==> config.mk <==
export PLATFORM = sky130hd
export DESIGN_NAME = array_2_2_feeder
export DESIGN_NICKNAME = d
export VERILOG_FILES = /design/src/rtl/array_2_2_feeder.sv
export SDC_FILE = /design/constraint.sdc
export NUM_CORES = 1
export LEC_CHECK = 0
export BUFFER_PORTS_ARGS = -buffer_cell sky130_fd_sc_hd__clkbuf_2
export CORE_MARGIN = 3
export CORE_UTILIZATION = 30
export CTS_CLUSTER_DIAMETER = 50
export DETAILED_ROUTE_END_ITERATION = 10
export MAX_ROUTING_LAYER = met4
export PLACE_DENSITY_LB_ADDON = 0.05
export SETUP_SLACK_MARGIN = 0.5
export SYNTH_ARGS = -nofsm -noshare
export SYNTH_HDL_FRONTEND = slang
export SYNTH_SLANG_ARGS = --single-unit
==> constraint.sdc <==
create_clock -name clk -period 4.86 [get_ports clk]
set_clock_uncertainty 0.2 [all_clocks]
set_input_delay 0.972 -clock clk [delete_from_list [all_inputs] [get_ports clk]]
set_output_delay 0.972 -clock clk [all_outputs]
set_load 0.02 [all_outputs]
==> src/rtl/array_2_2_feeder.sv <==
// array_2_2_feeder: weight loader and skewed vector feeder for a 2x2 array.
// A job loads weight column 2, then weight column 1, and streams vec_count
// vectors. Lane 1 gets each vector as it is accepted. Lane 2 gets it one
// cycle later. Three drain cycles then flush the skew before done.
// Optional feature macro: FEEDER_BIAS_EN.
//   Defined   -> col_1_initial/col_2_initial carry b1/b2 with the same skew.
//   Undefined -> b1/b2 are ignored and both column outputs stay 0.
module array_2_2_feeder (
   input  logic       clk,
   input  logic       reset,
   input  logic       start,
   input  logic [7:0] w11,
   input  logic [7:0] w12,
   input  logic [7:0] w21,
   input  logic [7:0] w22,
   input  logic [3:0] vec_count,
   input  logic       in_valid,
   output logic       in_ready,
   input  logic [7:0] a1,
   input  logic [7:0] a2,
   input  logic [7:0] b1,
   input  logic [7:0] b2,
   output logic       load,
   output logic [7:0] row_1_load,
   output logic [7:0] row_2_load,
   output logic [7:0] row_1_data,
   output logic [7:0] row_2_data,
   output logic [7:0] col_1_initial,
   output logic [7:0] col_2_initial,
   output logic       busy,
   output logic       done
);

   typedef enum logic [2:0] {
      IDLE   = 3'd0,
      LOAD2  = 3'd1,
      LOAD1  = 3'd2,
      STREAM = 3'd3,
      DRAIN  = 3'd4
   } state_t;

   state_t     state_reg;
   logic [7:0] w11_reg;
   logic [7:0] w21_reg;
   logic [3:0] vec_count_reg;
   logic [3:0] accept_cnt_reg;
   logic [1:0] drain_cnt_reg;
   logic       load_reg;
   logic [7:0] row_1_load_reg;
   logic [7:0] row_2_load_reg;
   logic [7:0] row_1_data_reg;
   logic [7:0] row_2_data_reg;
   logic [7:0] a2_pend_reg;
   logic       done_reg;
   logic       accept;

   // A vector can only be taken while streaming.
   assign in_ready = (state_reg == STREAM);
   assign accept   = in_valid & in_ready;
   assign busy     = (state_reg != IDLE);

   assign load       = load_reg;
   assign row_1_load = row_1_load_reg;
   assign row_2_load = row_2_load_reg;
   assign row_1_data = row_1_data_reg;
   assign row_2_data = row_2_data_reg;
   assign done       = done_reg;

   // Job sequencer with registered weight-load, data-lane and done outputs.
   always_ff @(posedge clk) begin
      if (reset) begin
         state_reg      <= IDLE;
         w11_reg        <= 8'd0;
         w21_reg        <= 8'd0;
         vec_count_reg  <= 4'd0;
         accept_cnt_reg <= 4'd0;
         drain_cnt_reg  <= 2'd0;
         load_reg       <= 1'b0;
         row_1_load_reg <= 8'd0;
         row_2_load_reg <= 8'd0;
         row_1_data_reg <= 8'd0;
         row_2_data_reg <= 8'd0;
         a2_pend_reg    <= 8'd0;
         done_reg       <= 1'b0;
      end else begin
         load_reg       <= 1'b0;
         row_1_load_reg <= 8'd0;
         row_2_load_reg <= 8'd0;
         done_reg       <= 1'b0;
         // Lane 1 shows the accepted a1 (or 0 on a bubble). Lane 2 replays
         // whatever lane 1's companion value was one cycle earlier.
         row_1_data_reg <= accept ? a1 : 8'd0;
         a2_pend_reg    <= accept ? a2 : 8'd0;
         row_2_data_reg <= a2_pend_reg;
         case (state_reg)
            IDLE: begin
               if (start) begin
                  // Column 2 goes out first, so its weights bypass the latches.
                  w11_reg        <= w11;
                  w21_reg        <= w21;
                  vec_count_reg  <= vec_count;
                  accept_cnt_reg <= 4'd0;
                  load_reg       <= 1'b1;
                  row_1_load_reg <= w12;
                  row_2_load_reg <= w22;
                  state_reg      <= LOAD2;
               end
            end
            LOAD2: begin
               load_reg       <= 1'b1;
               row_1_load_reg <= w11_reg;
               row_2_load_reg <= w21_reg;
               state_reg      <= LOAD1;
            end
            LOAD1: begin
               drain_cnt_reg <= 2'd0;
               state_reg     <= (vec_count_reg == 4'd0) ? DRAIN : STREAM;
            end
            STREAM: begin
               if (accept) begin
                  accept_cnt_reg <= accept_cnt_reg + 4'd1;
                  if (accept_cnt_reg + 4'd1 == vec_count_reg) begin
                     drain_cnt_reg <= 2'd0;
                     state_reg     <= DRAIN;
                  end
               end
            end
            DRAIN: begin
               drain_cnt_reg <= drain_cnt_reg + 2'd1;
               // done is high during the third drain cycle.
               if (drain_cnt_reg == 2'd1) begin
                  done_reg <= 1'b1;
               end
               if (drain_cnt_reg == 2'd2) begin
                  state_reg <= IDLE;
               end
            end
            default: begin
               state_reg <= IDLE;
            end
         endcase
      end
   end

`ifdef FEEDER_BIAS_EN
   logic [7:0] col_1_reg;
   logic [7:0] col_2_reg;
   logic [7:0] b2_pend_reg;

   assign col_1_initial = col_1_reg;
   assign col_2_initial = col_2_reg;

   // Bias lanes follow the same skew as the data lanes.
   always_ff @(posedge clk) begin
      if (reset) begin
         col_1_reg   <= 8'd0;
         col_2_reg   <= 8'd0;
         b2_pend_reg <= 8'd0;
      end else begin
         col_1_reg   <= accept ? b1 : 8'd0;
         b2_pend_reg <= accept ? b2 : 8'd0;
         col_2_reg   <= b2_pend_reg;
      end
   end
`else
   logic unused_bias;

   // Without bias support the column inputs are dropped.
   assign unused_bias   = ^{b1, b2};
   assign col_1_initial = 8'd0;
   assign col_2_initial = 8'd0;
`endif

endmodule
# Yosys cells after proc, flatten, opt, wreduce, memory -nomap -nowiden
# Index checks and enable logic that the tools add are counted.
[word_totals]
ff_bits = 71
input_bits = 72
out_inout_bits = 52
word_cells = 59
[op_classes]
add_sub_neg = 2
n_eq_ne = 11
mux = 19
n_bitwise = 3
n_reduce_logical = 11
[op_table]
columns = ["cell", "n"]
rows = [
  ["$pmux 8 s2", 2],
  ["$mux 8", 2],
  ["$mux 3", 5],
  ["$pmux 3 s5", 1],
  ["$mux 4", 2],
  ["$pmux 4 s2", 1],
  ["$eq 3x2->1 const B", 2],
  ["$pmux 2 s3", 1],
  ["$reduce_and 3->1", 2],
  ["$reduce_bool 3->1", 2],
  ["$add 4x1->4 const B", 1],
  ["$eq 4x4->1", 1],
  ["$logic_not 4->1", 1],
  ["$mux 2", 2],
  ["$ne 2x1->1 const B", 2],
  ["$ne 2x2->1 const B", 2],
  ["$reduce_and 4->1", 1],
  ["$reduce_or 2->1", 2],
  ["$eq 3x1->1 const B", 1],
  ["$eq 3x3->1 const B", 1],
  ["$logic_not 3->1", 1],
  ["$add 2x1->2 const B", 1],
  ["$eq 2x1->1 const B", 1],
  ["$eq 2x2->1 const B", 1],
  ["other kinds (6)", 8],
]

# Longest topological paths before layout
[logic_depth]
ltp_word = 5
mapped_depth = 6
ltp_nobuf = 6

# Worst setup path after synthesis
# No wires, ideal clock.
[synth_timing]
kind = "input to register"
startpoint = "in start"
endpoint = "reg state_reg[2]"
setup_time_ns = 0.096
arrival_ns = 1.978
required_time_ns = 4.564
path_slack_ns = 2.586
stages = 4
path_buffers = 0
path_cell_list = "nor4_1 > or4b_1 > o32a_1 > o41ai_2"
[synth_via]
elab_chain_cells = 2
[synth_rtl]
columns = ["item", "line_no", "source"]
rows = [
  ["start: declaration", "11", "input logic start,"],
  ["$ne 2x2->1 (no line)", "n/a", ""],
  ["$reduce_and 4->1 (no line)", "n/a", ""],
  ["end signal: assignment", "117", "state_reg <= (vec_count_reg == 4'd0) ? DRAIN : STREAM;"],
  ["end: declaration", "42", "state_t state_reg;"],
]
# No other way between the ends.
# A chain may end at the register's enable or synchronous reset.

# Worst setup path in the final report
[layout_timing]
startpoint = "reg state_reg[0]"
endpoint = "out in_ready"
[layout_via]
elab_chain_cells = 1
[layout_rtl]
columns = ["item", "line_no", "source"]
rows = [
  ["$eq 3x2->1", "58", "assign in_ready = (state_reg == STREAM);"],
  ["end: declaration", "18", "output logic in_ready,"],
]
# No other way between the ends.

==> results.cfg <==
[placement]
dp_hpwl_mm = 4.19
numPortBuffers = 91
placed_cell_area_mm2 = 0.00313
pre_cts_slack_ns = 2.01
gp_congestion = 0.732

[critical_path]
worstPathMaxFanout = 12
critPathKind = reg -> out
crit_path_start = state_reg[0]
worstPathRequired_ns = 3.69
arrival_ns = 1.51
critical_path.endpoint_type = primary output
worstSetupStartpointType = register
rr_startpoint = state_reg[2]

[route]
detail-route-antenna-nets = 0
drt-total-wl_mm = 6.02
viasPerCell = 4.42
dr.first_iter.drc_count = 39
drc_errors = 0
dr.pass1.iters = 4
vias = 2133
wl_per_cell_um = 12.5

[die]
core-area_mm2 = 0.00842
die_area_mm2 = 0.0101
initial_core_util_pct = 31.7
rows = 33
ios = 124
die_y_um = 100
die_w_um = 100

[sta]
report.final.hold_viol_count = 0
final_min_period_over_clock_period_pct = 55.3
rsz0062_at_grt = false
tightestPinTransition_ns = 0.891
slew_violations = 0
fin_crit_ns = 2.69
clock.fmax_mhz = 372
hold_ws_ns = 0.238
tns_ns = 0
setup_ws_ns = 2.17
setup_violations = 0
slew_headroom_pct = 40.4

[clock_tree]
cts_hold_buf = 0
clk_path_buf_depth = 2
cts_tree = done
cts_max_level = 3
cts.repair.resized = 0
path_clk_slew_ns = 0.07
cts_sinks = 71
postCtsSetupBuffers = 0
cts_buffers = 9
clock_latency_ns = 0.33
ctsRootBufferMaster = clkbuf_8

[final_layout]
finalNetCount = 449
drive_above_1_share_pct = 29.6
area_delta_synth_final_pct = 26.6
fin_area_mm2 = 0.00338
layout_common_cells = 91 x clkbuf_2, 71 x dfxtp_1, 42 x nand2_1
nFillCells = 900
final_common_cell = clkbuf_2
antennaDiodeCount = 0

[global_routing]
grt_pass1_vias = 1991
grt_max_degree = 41
antenna_found_initial = 0
grt_usage_pct = 12.4
grt_pass1_wl_mm = 9.45
grt_overflow_total = 0

[synthesis]
postSynthAreaPerCell_um2 = 9.26
synth.area.top_cells = dfxtp_1 53%, nand2_1 5.9%, buf_4 5.1%
synth-async-reset-ratio_pct = 0
synth_edf_count = 0
syn_inst = 288
synth.distinct_cells = 38
synth_ff_type = dfxtp_1
synth_seq_cells = 71
syn_area_mm2 = 0.00267
yosysTopAreaCell = dfxtp_1
yosys_warnings = 0
seq_area_frac_synth_pct = 53.3
synth_top_area_share_pct = 53.3

[job]
drv_cap = 0

[hold_path]
hold_class = reg -> reg
hold_start = a2_pend_reg[5]

[outcome]
status = complete, no violations

[pwr]
ir_worst_vdd_mv = 0.182
p_leak_nw = 1.51
power.density_mw_per_mm2 = 507
[routing by layer]
| metal | up-vias | routed length [um] | track usage, % |
|---|---|---|---|
| li1 | 1105 | - | - |
| met1 | 934 | 2660 | 14.5 |
| met2 | 84 | 2710 | 19.0 |
| met3 | 10 | 553 | 4.86 |
| met4 | 0 | 106 | 5.08 |
| met5 | - | 0 | - |
[report_power, final]
part / internal [mW] / total [mW] / switching, mW
logic: 0.155 / 0.421 / 0.265
registers: 0.661 / 0.723 / 0.0621
clock network: 0.353 / 0.569 / 0.216
[worst paths after layout]
kind	to	slack [ns]	depth (start not counted)
worst min-delay path	row_2_data[5]	0.24	1
worst max register to register	state_reg[2]	2.73	4
worst max-delay path	in_ready	2.17	2
worst min register to register	row_2_data[5]	0.24	1
[critical path, cell delays in order (launching register included)]
cell,delay (ns)
dfxtp_1,0.60
and3b_1,0.36
clkbuf_2,0.21
[logic make-up after synthesis]
logic type	count (synthesis)	share of synthesized area, %
and+or+nand+nor	115	22.0
buffers and inverters	37	7.79
AOI/OAI and AO/OA	56	13.2
other	1	0.141
DFF	71	53.3
adders and majority gates	3	1.41
xor gates and xnor gates	5	2.16
[layout make-up]
class / instances / area (um^2) / area share, %
multi-input cells: 195 / 1090 / 32.4
flip-flops and latches: 71 / 1420 / 42.1
clock inverters: 5 / 106 / 3.15
inverters: 4 / 15.0 / 0.445
well taps: 105 / 131 / 3.89
clock buffers: 10 / 138 / 4.08
repair buffers: 93 / 470 / 13.9
[synth_stat cells (all sizes together) (2+ instances only)]
library cell,instances
o211ai,2
a21oi,26
xor2,2
buf,19
o21ai,5
xnor2,2
dfxtp,71
nor2b,9
nand2,42
or3,5
nand3,2
inv,4
nor2,25
nor4,2
and2,16
a22oi,16
a31oi,3
nand2b,3
nor4b,2
ha,3
clkbuf,14
[per-stage QoR]
stage	power, mW	std cells	utilization, %
finish	1.71	483	40.1
global placement	1.17	468	37.2
CTS	1.74	483	40.1
global route	1.82	483	40.1
detailed placement	1.17	468	37.2
floorplan	1.05	303	-
No activity file was read; power rests on OpenSTA's default activity.
